===== config.mk =====
export PLATFORM = sky130hd
export DESIGN_NAME = control_unit_gen
export DESIGN_NICKNAME = d
export VERILOG_FILES = /design/src/rtl/ti170_pkg.sv /design/src/rtl/ccr_cond_eval.sv /design/src/rtl/control_unit_gen.sv
export SDC_FILE = /design/constraint.sdc
export NUM_CORES = 1
export LEC_CHECK = 0
export BUFFER_PORTS_ARGS = -buffer_cell sky130_fd_sc_hd__buf_2
export CAP_MARGIN = 10
export CORE_MARGIN = 5
export CORE_UTILIZATION = 56
export CTS_BUF_LIST = sky130_fd_sc_hd__clkbuf_2 sky130_fd_sc_hd__clkbuf_4 sky130_fd_sc_hd__clkbuf_8
export CTS_CLUSTER_SIZE = 28
export DETAILED_ROUTE_END_ITERATION = 16
export PLACE_DENSITY = 0.91
export SETUP_SLACK_MARGIN = 0.05
export SLEW_MARGIN = 20
export SYNTH_ARGS = -nofsm -noshare
export SYNTH_HDL_FRONTEND = slang
export SYNTH_SLANG_ARGS = --single-unit

===== constraint.sdc =====
create_clock -name clock -period 2.4 [get_ports clock]
set_input_delay 0.12 -clock clock [delete_from_list [all_inputs] [get_ports clock]]
set_output_delay 0.12 -clock clock [all_outputs]
set_load 0.01 [all_outputs]

===== src/rtl/ti170_pkg.sv =====
// rtl/ti170_pkg.sv - TI170 control encodings: opcodes, bus/ALU selects, states, strobe bundle
package ti170_pkg;

    localparam logic [7:0] OP_LDA_IMM = 8'h86;
    localparam logic [7:0] OP_LDA_DIR = 8'h87;
    localparam logic [7:0] OP_LDB_IMM = 8'h88;
    localparam logic [7:0] OP_LDB_DIR = 8'h89;
    localparam logic [7:0] OP_STA_DIR = 8'h96;
    localparam logic [7:0] OP_STB_DIR = 8'h97;
    localparam logic [7:0] OP_ADD_AB  = 8'h42;
    localparam logic [7:0] OP_SUB_AB  = 8'h43;
    localparam logic [7:0] OP_AND_AB  = 8'h44;
    localparam logic [7:0] OP_OR_AB   = 8'h45;
    localparam logic [7:0] OP_INCA    = 8'h46;
    localparam logic [7:0] OP_INCB    = 8'h47;
    localparam logic [7:0] OP_DECA    = 8'h48;
    localparam logic [7:0] OP_DECB    = 8'h49;
    localparam logic [7:0] OP_BRA     = 8'h20;
    localparam logic [7:0] OP_BMI     = 8'h21;
    localparam logic [7:0] OP_BPL     = 8'h22;
    localparam logic [7:0] OP_BEQ     = 8'h23;
    localparam logic [7:0] OP_BNE     = 8'h24;
    localparam logic [7:0] OP_BVS     = 8'h25;
    localparam logic [7:0] OP_BVC     = 8'h26;
    localparam logic [7:0] OP_BCS     = 8'h27;
    localparam logic [7:0] OP_BCC     = 8'h28;

    localparam logic [2:0] ALU_ADD = 3'b000;
    localparam logic [2:0] ALU_SUB = 3'b001;
    localparam logic [2:0] ALU_AND = 3'b010;
    localparam logic [2:0] ALU_OR  = 3'b011;
    localparam logic [2:0] ALU_INC = 3'b100;
    localparam logic [2:0] ALU_DEC = 3'b101;

    localparam logic [1:0] BUS1_PC   = 2'b00;
    localparam logic [1:0] BUS1_A    = 2'b01;
    localparam logic [1:0] BUS1_B    = 2'b10;
    localparam logic [1:0] BUS2_ALU  = 2'b00;
    localparam logic [1:0] BUS2_BUS1 = 2'b01;
    localparam logic [1:0] BUS2_MEM  = 2'b10;

    localparam int CCR_N = 3;
    localparam int CCR_Z = 2;
    localparam int CCR_V = 1;
    localparam int CCR_C = 0;

    // Execute states are split per destination so every strobe is a pure function of state.
    typedef enum logic [4:0] {
        S_RST, S_FETCH_0, S_FETCH_1, S_FETCH_2, S_DECODE, S_WAIT,
        S_OPA_0, S_OPA_1, S_MAR_MEM, S_RD_IDLE,
        S_LDA_MEM, S_LDB_MEM, S_STA, S_STB, S_PC_MEM, S_BR_SKIP,
        S_ADD_AB, S_SUB_AB, S_AND_AB, S_OR_AB, S_INCA, S_INCB, S_DECA, S_DECB
    } state_t;

    typedef struct packed {
        logic       ir_load;
        logic       mar_load;
        logic       pc_load;
        logic       pc_inc;
        logic       a_load;
        logic       b_load;
        logic       ccr_load;
        logic       write;
        logic [2:0] alu_sel;
        logic [1:0] bus1_sel;
        logic [1:0] bus2_sel;
    } ctrl_t;

endpackage


===== src/rtl/ccr_cond_eval.sv =====
// rtl/ccr_cond_eval.sv - branch opcode recognition and NZVC condition evaluation
module ccr_cond_eval
    import ti170_pkg::*;
#(
    parameter int OPC_W = 8,
    parameter int CCR_W = 4
) (
    input  logic [OPC_W-1:0] opcode,
    input  logic [CCR_W-1:0] ccr,
    output logic             is_branch,
    output logic             branch_taken
);

    always_comb begin
        is_branch    = 1'b1;
        branch_taken = 1'b0;
        case (opcode)
            OPC_W'(OP_BRA): branch_taken = 1'b1;
            OPC_W'(OP_BMI): branch_taken = ccr[CCR_N];
            OPC_W'(OP_BPL): branch_taken = !ccr[CCR_N];
            OPC_W'(OP_BEQ): branch_taken = ccr[CCR_Z];
            OPC_W'(OP_BNE): branch_taken = !ccr[CCR_Z];
            OPC_W'(OP_BVS): branch_taken = ccr[CCR_V];
            OPC_W'(OP_BVC): branch_taken = !ccr[CCR_V];
            OPC_W'(OP_BCS): branch_taken = ccr[CCR_C];
            OPC_W'(OP_BCC): branch_taken = !ccr[CCR_C];
            default:        is_branch    = 1'b0;
        endcase
    end

endmodule


===== src/rtl/control_unit_gen.sv =====
// rtl/control_unit_gen.sv - TI170 Moore control FSM with memory-read wait states
module control_unit_gen
    import ti170_pkg::*;
#(
    parameter int OPC_W     = 8,
    parameter int CCR_W     = 4,
    parameter int ALU_SEL_W = 3,
    parameter int RD_WAIT   = 0
) (
    input  logic                 clock,
    input  logic                 reset,
    input  logic [OPC_W-1:0]     IR,
    input  logic [CCR_W-1:0]     CCR_Result,
    output logic                 IR_Load,
    output logic                 MAR_Load,
    output logic                 PC_Load,
    output logic                 PC_Inc,
    output logic                 A_Load,
    output logic                 B_Load,
    output logic                 CCR_Load,
    output logic                 write,
    output logic [ALU_SEL_W-1:0] ALU_Sel,
    output logic [1:0]           Bus1_Sel,
    output logic [1:0]           Bus2_Sel,
    output logic                 illegal_op,
    output logic [4:0]           state_dbg
);

    localparam logic [3:0] WAIT_INIT = (RD_WAIT > 0) ? 4'(RD_WAIT - 1) : 4'd0;

    state_t     state, state_next, ret_state, rd_target;
    logic [3:0] wait_cnt;
    logic       rd_handoff, set_illegal;
    logic       is_branch, branch_taken;
    ctrl_t      ctrl;

    ccr_cond_eval #(.OPC_W(OPC_W), .CCR_W(CCR_W)) u_cond (
        .opcode       (IR),
        .ccr          (CCR_Result),
        .is_branch    (is_branch),
        .branch_taken (branch_taken)
    );

    always_ff @(posedge clock or negedge reset) begin
        if (!reset) begin
            state      <= S_RST;
            ret_state  <= S_RST;
            wait_cnt   <= 4'd0;
            illegal_op <= 1'b0;
        end else begin
            state <= state_next;
            if (rd_handoff) begin
                ret_state <= rd_target;
                wait_cnt  <= WAIT_INIT;
            end else if (state == S_WAIT && wait_cnt != 4'd0) begin
                wait_cnt <= wait_cnt - 4'd1;
            end
            if (set_illegal) illegal_op <= 1'b1;
        end
    end

    // rd_handoff marks the cycle after a read address was presented; the data
    // consumer (rd_target) is reached either directly or through S_WAIT.
    always_comb begin
        state_next  = state;
        rd_handoff  = 1'b0;
        rd_target   = S_FETCH_0;
        set_illegal = 1'b0;
        case (state)
            S_RST:     state_next = S_FETCH_0;
            S_FETCH_0: state_next = S_FETCH_1;
            S_FETCH_1: begin
                rd_handoff = 1'b1;
                rd_target  = S_FETCH_2;
            end
            S_FETCH_2: state_next = S_DECODE;
            S_DECODE: begin
                case (IR)
                    OPC_W'(OP_LDA_IMM), OPC_W'(OP_LDA_DIR), OPC_W'(OP_LDB_IMM),
                    OPC_W'(OP_LDB_DIR), OPC_W'(OP_STA_DIR), OPC_W'(OP_STB_DIR):
                                       state_next = S_OPA_0;
                    OPC_W'(OP_ADD_AB): state_next = S_ADD_AB;
                    OPC_W'(OP_SUB_AB): state_next = S_SUB_AB;
                    OPC_W'(OP_AND_AB): state_next = S_AND_AB;
                    OPC_W'(OP_OR_AB):  state_next = S_OR_AB;
                    OPC_W'(OP_INCA):   state_next = S_INCA;
                    OPC_W'(OP_INCB):   state_next = S_INCB;
                    OPC_W'(OP_DECA):   state_next = S_DECA;
                    OPC_W'(OP_DECB):   state_next = S_DECB;
                    default: begin
                        if (is_branch) begin
                            state_next = branch_taken ? S_OPA_0 : S_BR_SKIP;
                        end else begin
                            state_next  = S_FETCH_0;
                            set_illegal = 1'b1;
                        end
                    end
                endcase
            end
            S_WAIT:    if (wait_cnt == 4'd0) state_next = ret_state;
            S_OPA_0:   state_next = is_branch ? S_RD_IDLE : S_OPA_1;
            S_OPA_1: begin
                rd_handoff = 1'b1;
                if (IR == OPC_W'(OP_LDA_IMM))      rd_target = S_LDA_MEM;
                else if (IR == OPC_W'(OP_LDB_IMM)) rd_target = S_LDB_MEM;
                else                               rd_target = S_MAR_MEM;
            end
            S_MAR_MEM: begin
                if (IR == OPC_W'(OP_STA_DIR))      state_next = S_STA;
                else if (IR == OPC_W'(OP_STB_DIR)) state_next = S_STB;
                else                               state_next = S_RD_IDLE;
            end
            S_RD_IDLE: begin
                rd_handoff = 1'b1;
                if (is_branch)                     rd_target = S_PC_MEM;
                else if (IR == OPC_W'(OP_LDA_DIR)) rd_target = S_LDA_MEM;
                else                               rd_target = S_LDB_MEM;
            end
            default:   state_next = S_FETCH_0;
        endcase
        if (rd_handoff) state_next = (RD_WAIT == 0) ? rd_target : S_WAIT;
    end

    always_comb begin
        ctrl = '0;
        case (state)
            S_FETCH_0, S_OPA_0: begin
                ctrl.mar_load = 1'b1;
                ctrl.bus1_sel = BUS1_PC;
                ctrl.bus2_sel = BUS2_BUS1;
            end
            S_FETCH_1, S_OPA_1, S_BR_SKIP: ctrl.pc_inc = 1'b1;
            S_FETCH_2: begin
                ctrl.ir_load  = 1'b1;
                ctrl.bus2_sel = BUS2_MEM;
            end
            S_MAR_MEM: begin
                ctrl.mar_load = 1'b1;
                ctrl.bus2_sel = BUS2_MEM;
            end
            S_LDA_MEM: begin
                ctrl.a_load   = 1'b1;
                ctrl.bus2_sel = BUS2_MEM;
            end
            S_LDB_MEM: begin
                ctrl.b_load   = 1'b1;
                ctrl.bus2_sel = BUS2_MEM;
            end
            S_STA: begin
                ctrl.write    = 1'b1;
                ctrl.bus1_sel = BUS1_A;
            end
            S_STB: begin
                ctrl.write    = 1'b1;
                ctrl.bus1_sel = BUS1_B;
            end
            S_PC_MEM: begin
                ctrl.pc_load  = 1'b1;
                ctrl.bus2_sel = BUS2_MEM;
            end
            S_ADD_AB, S_SUB_AB, S_AND_AB, S_OR_AB, S_INCA, S_DECA: begin
                ctrl.bus1_sel = BUS1_A;
                ctrl.bus2_sel = BUS2_ALU;
                ctrl.a_load   = 1'b1;
                ctrl.ccr_load = 1'b1;
                case (state)
                    S_SUB_AB: ctrl.alu_sel = ALU_SUB;
                    S_AND_AB: ctrl.alu_sel = ALU_AND;
                    S_OR_AB:  ctrl.alu_sel = ALU_OR;
                    S_INCA:   ctrl.alu_sel = ALU_INC;
                    S_DECA:   ctrl.alu_sel = ALU_DEC;
                    default:  ctrl.alu_sel = ALU_ADD;
                endcase
            end
            S_INCB, S_DECB: begin
                ctrl.bus1_sel = BUS1_B;
                ctrl.bus2_sel = BUS2_ALU;
                ctrl.b_load   = 1'b1;
                ctrl.ccr_load = 1'b1;
                ctrl.alu_sel  = (state == S_INCB) ? ALU_INC : ALU_DEC;
            end
            default: ctrl = '0;
        endcase
    end

    assign IR_Load   = ctrl.ir_load;
    assign MAR_Load  = ctrl.mar_load;
    assign PC_Load   = ctrl.pc_load;
    assign PC_Inc    = ctrl.pc_inc;
    assign A_Load    = ctrl.a_load;
    assign B_Load    = ctrl.b_load;
    assign CCR_Load  = ctrl.ccr_load;
    assign write     = ctrl.write;
    assign ALU_Sel   = ALU_SEL_W'(ctrl.alu_sel);
    assign Bus1_Sel  = ctrl.bus1_sel;
    assign Bus2_Sel  = ctrl.bus2_sel;
    assign state_dbg = state;

endmodule


Word level (Yosys, flattened, before mapping)
Index checks and enable logic that the tools add are counted.
{"block": "op_classes", "eq_ne": 48, "mux": 35, "addsub": 1, "n_reduce_logical": 25}
{"operator": "8-bit by 6-bit == test with 1-bit output, second input constant", "count": 9}
{"operator": "8-bit by 7-bit == test with 1-bit output, second input constant", "count": 8}
{"operator": "8-bit == test, second input constant", "count": 6}
{"operator": "5-bit case mux with 9 select lines", "count": 1}
{"operator": "5-bit by 4-bit == test with 1-bit output, second input constant", "count": 8}
{"operator": "5-bit == test, second input constant", "count": 8}
{"operator": "5-bit case mux with 7 select lines", "count": 1}
{"operator": "5-bit by 3-bit == test with 1-bit output, second input constant", "count": 4}
{"operator": "4-bit 2-to-1 mux", "count": 5}
{"operator": "1-bit 2-to-1 mux", "count": 15}
{"operator": "3-bit case mux with 5 select lines", "count": 1}
{"operator": "3-bit OR reduction", "count": 5}
{"operator": "14-bit OR reduction", "count": 1}
{"operator": "7-bit OR reduction", "count": 2}
{"operator": "4-bit case mux with 3 select lines", "count": 1}
{"operator": "6-bit OR reduction", "count": 2}
{"operator": "5-bit by 2-bit == test with 1-bit output, second input constant", "count": 2}
{"operator": "5-bit 2-to-1 mux", "count": 2}
{"operator": "3-bit 2-to-1 mux", "count": 3}
{"operator": "1-bit case mux with 9 select lines", "count": 1}
{"operator": "9-bit OR reduction", "count": 1}
{"operator": "2-bit case mux with 2 select lines", "count": 2}
{"operator": "8-bit OR reduction", "count": 1}
{"operator": "3-bit case mux with 2 select lines", "count": 1}
{"operator": "other kinds (13)", "count": 19}
{"block": "totals", "ff_bits": 15, "output_inout_bits": 21, "wordCells": 113, "in_bits": 14}

Longest topological paths before layout
{"block": "depth", "depth_word": 7, "depth_mapped": 7}

By module
From an unflattened synthesis, not the netlist that was laid out.
{"block": "unflattened", "cells_unflattened": 183, "hier_area_um2": 1346.3}
{"module": "control_unit_gen", "instances": 1, "area_each_um2": 1237.4, "cells_each": 167}
{"module": "ccr_cond_eval", "instances": 1, "area_each_um2": 108.9, "cells_each": 16}

Worst setup path after synthesis
No wires, ideal clock.
{"block": "synth_timing", "kind": "register to register", "from": "reg wait_cnt[0]", "to": "reg state[0] (netlist: state_dbg[0])", "setup_ns": 0.140, "period_less_slack_ns": 1.660, "t_arrival_ns": 1.521, "path_stages_with_launch": 8, "slack_ns": 0.740, "t_required_ns": 2.260, "cell_sequence": "dfrtp_1 > inv_1 > ha_1 > or3b_1 > o21ai_0 > a21oi_2 > a211oi_2 > o221ai_1"}
{"block": "synth_via", "elab_chain_cells": 3}
{"element": "from (decl)", "line_no": "control_unit_gen.sv:32", "rtl": "logic [3:0] wait_cnt;"}
{"element": "from (signal assigned)", "line_no": "control_unit_gen.sv:56", "rtl": "wait_cnt <= wait_cnt - 4'd1;"}
{"element": "4-bit logical NOT", "line_no": "control_unit_gen.sv:100", "rtl": "S_WAIT: if (wait_cnt == 4'd0) state_next = ret_state;"}
{"element": "3-bit by 2-bit != test with 1-bit output (no source line)"}
{"element": "2-bit AND reduction (no source line)"}
{"element": "to (signal assigned)", "line_no": "control_unit_gen.sv:51", "rtl": "state <= state_next;"}
{"element": "to (decl)", "line_no": "control_unit_gen.sv:31", "rtl": "state_t state, state_next, ret_state, rd_target;"}
Every way passes these cells.
A chain may end at the register's enable or synchronous reset.

Worst setup path in the final report
{"block": "layout_timing", "from": "reg state[3] (netlist: state_dbg[3])", "to": "out MAR_Load"}
{"block": "layout_via", "elab_chain_cells": 3}
{"element": "5-bit by 4-bit == test with 1-bit output (tied with other cells)", "line_no": "control_unit_gen.sv:126", "rtl": "case (state)"}
{"element": "3-bit OR reduction (no source line) (*)"}
{"element": "1-bit 2-to-1 mux (*)", "line_no": "control_unit_gen.sv:126"}
{"element": "to (decl)", "line_no": "control_unit_gen.sv:15", "rtl": "output logic MAR_Load,"}
Mark *: on every way between the ends. The rest lies on a longest branch, timed or not.

==> impl_metrics.yaml <==
timing:
  final_period_minus_worst_setup_slack_ps: 2112
  worst-slew-pin-transition_ps: 625.7
  finClkSkew_ps: 4.325
  fin_worst_hold_slack_ps: 193.6
  maxClockFrequency_mhz: 473.6
  final_hold_viols: 0
  finalMaxSlewViolations: 0
  min_period_over_period: 0.8798
  relSlewSlack: 0.5829
  rsz_0062_raised_after_global_routing: "false"
  final_setup_violating_endpoints: 0
  finalSetupTns_ps: 0
synthesis:
  synth-edff-count: 0
  synth.yosys.warnings: 0
  yosys.cell_types.count: 64
  yosys_register_bits: 14
  synth_largest_type_area_fraction: 0.2345
  synth_cell_area_um2: 1494
  post_synth_inst_count: 181
  synth-async-reset-ratio: 1.000
  synth_flop_cell: "sky130_fd_sc_hd__dfrtp_1"
  synth-seq-area-share: 0.2345
  synth_area_leaders: "sky130_fd_sc_hd__dfrtp_1 23%, sky130_fd_sc_hd__nor2_1 4.5%, sky130_fd_sc_hd__mux2i_1 3.4%, sky130_fd_sc_hd__nand2_1 3.3%, sky130_fd_sc_hd__nor3_1 2.7%"
  number_of_nets_in_the_synthesized_netlist: 197
  synthesis.area_per_instance_um2: 8.254
  synth_common_cells: "18 x sky130_fd_sc_hd__nor2_1, 14 x sky130_fd_sc_hd__dfrtp_1, 13 x sky130_fd_sc_hd__nand2_1"
  synth.most_common_cell: "sky130_fd_sc_hd__nor2_1"
  yosys.area.top_type: "sky130_fd_sc_hd__dfrtp_1"
critical_path:
  worstPathArrival_ps: 1990
  startpoint_type: "flop"
  cp.required_ps: 2280
  setup.worst_path.class: "reg -> out"
  critical_path_peak_fanout: 19
  crit_path_end_kind: "output pin"
global_routing:
  overflow: 0
  largest_net_degree_at_the_start_of_global_routing: 20
  grtUsageTotal: 0.2166
  grt_pass1_wl_um: 6141
  antenna_found_initial: 0
  number_of_global_route_vias_before_repair: 1351
placement:
  dp_hpwl_um: 2858
  placedCellCount: 234
  postPlaceCellArea_um2: 1623
  globalplace.congestion: 0.9059
  place.port_buffers: 34
power:
  pwr_density_cell_nw_per_um2: 734.6
  power.sequential.fraction: 0.333
  power.switching_uw: 552.4
  pwr-share-comb: 0.530
  power.static_leakage_uw: 0.0007303
  power.share.clock: 0.136
  p_int_uw: 673.8
  power.switching_fraction: 0.4505
  ir_worst_vdd_uv: 615.9
drt:
  met1Wirelength_um: 1608
  detail_route.drc_violations: 0
  routed-via-count: 1498
  detailedRoute.firstIterationViolations: 148
  drt_first_pass_iters: 5
  drt-vias-per-instance: 6.268
  drt_wl_total_um: 3703
  met3WireLength_um: 383
  detail-route-antenna-nets: 0
  post_drt_wl_per_cell_um: 15.49
  top_routing_layer_in_use: "met4"
  met2RoutedLength_um: 1636
clock_tree:
  clock_tree.root_cell: "sky130_fd_sc_hd__clkbuf_4"
  cts_resized: 0
  clock_slew_seen_by_the_registers_of_the_worst_setup_and_hold_paths_ps: 80
  clock-sinks: 14
  tritoncts: "yes"
  postCtsSetupRepairBufs: 0
  cts_htree_levels: 1
  latest_clock_arrival_within_the_worst_skew_pair_ps: 280
  cts_buffer_depth: 2
  tritoncts.num_buffers: 3
final_layout:
  fillerInstances: 218
  finish.instance_area_um2: 1669
  num_antenna_cells: 0
  drive_above_1_share: 0.3062
  area_of_the_multi_input_gates_um2: 1023
  layout.nets: 226
  final-instance-count-excl-fill: 239
  register_area_um2: 350.3
  fin_util: 0.6617
  layout_area_overhead_pct: 11.73
outcome:
  status: "finished, final reports clean"
flow_run:
  cap_viol_max_count: 0
min_path:
  holdCritPathClass: "in -> reg"
die:
  chipWidth_um: 61.65
  floorplan.rows: 18
  core_region_area_um2: 2522
  initial_core_util: 0.5923
  floorplan.io_pins: 35
  die_height_um: 61.65
  fp.dieArea_um2: 3801
==> state kept, by name (all words and copies together), names as in the netlist <==
name,count
illegal_op,1
wait_cnt,4
state_dbg,5
ret_state,4
==> cells in the final DEF (no fill, tap or decap), drive strengths merged, types with 3 or more instances in the layout <==
cell type	n
nand4	3
a21oi	8
nand2	13
buf	36
o21ai	11
mux2i	5
nor4b	3
a22oi	3
nor2	20
nor3b	7
nand2b	5
nor2b	5
or3b	3
clkbuf	4
dfrtp	14
inv	7
nor3	9
and2	3
nand3	6
o31ai	3
o211ai	3
xnor2	3
==> power by group through the flow <==
stage	sequential, uW	combinational [uW]	clock, uW
4_1_cts	404	649	174
3_5_place_dp	409	643	0
5_1_grt	420	722	183
3_3_place_gp	401	645	0
6_report	409	650	167
2_1_floorplan	345	528	0
==> final timing paths <==
path                                          start                  endpoint  slack, ps  cells past startpoint
max in group asynchronous                     reset   wait_cnt[0]$_DFFE_PN0P_       1920                      2
min in group asynchronous                     reset  ret_state[2]$_DFFE_PN0N_        250                      2
setup / recovery           state_dbg[3]$_DFFE_PN0P_                  MAR_Load        290                      4
hold reg to reg              illegal_op$_DFFE_PN0P_    illegal_op$_DFFE_PN0P_        490                      1
hold / removal                                IR[5]  state_dbg[4]$_DFFE_PN0P_        190                      4
setup reg to reg           state_dbg[3]$_DFFE_PN0P_  state_dbg[0]$_DFFE_PN0P_        460                      5
==> metrics by stage <==
step	total power, uW	worst slack, ps
after floorplan	872.4	739.7
after global placement	1046	543.1
after detailed placement	1052	466.6
after CTS	1227	281.4
after global routing	1325	159.9
final	1226	288.5
==> kinds of logic (layout without fill, tap and decap cells) <==
logic type / Yosys count / in the layout / synth area share
flip-flops: 14 / 14 / 0.2345
multiplexers: 6 / 6 / 0.04104
AO/OA/AOI/OAI: 46 / 46 / 0.2270
adder cells (fa/ha/maj): 2 / 2 / 0.01675
AND/OR/NAND/NOR: 88 / 88 / 0.3710
XOR/XNOR: 5 / 5 / 0.02932
buffers and inverters: 20 / 48 / 0.08039
==> critical path, stage by stage (launching register included) <==
cell and delay (ps):
sky130_fd_sc_hd__dfrtp_1 730, sky130_fd_sc_hd__or3b_4 490, sky130_fd_sc_hd__nor3_4 210, sky130_fd_sc_hd__or2_2 150, sky130_fd_sc_hd__buf_2 120
==> layer usage <==
layer | up-vias | track usage
met1 | 684 | 0.3131
li1 | 725 | -
met2 | 78 | 0.3124
met3 | 11 | 0.04193
met5 | - | 0
met4 | 0 | 0.09394
==> cell type report <==
| cell class | count | area share |
|---|---|---|
| Sequential cell | 14 | 0.2099 |
| Clock buffer | 4 | 0.02174 |
| Multi-Input combinational cell | 147 | 0.6132 |
| Inverter | 7 | 0.01574 |
| Timing Repair Buffer | 37 | 0.1169 |
| Tap cell | 30 | 0.02249 |
==> timing repair <==
action / in CTS / in global routing
endpoints found under the setup margin: 0 / 0
hold buffers: 1 / 0
hold endpoints to repair: 14 / 0
Power figures use the tool's default switching activity.
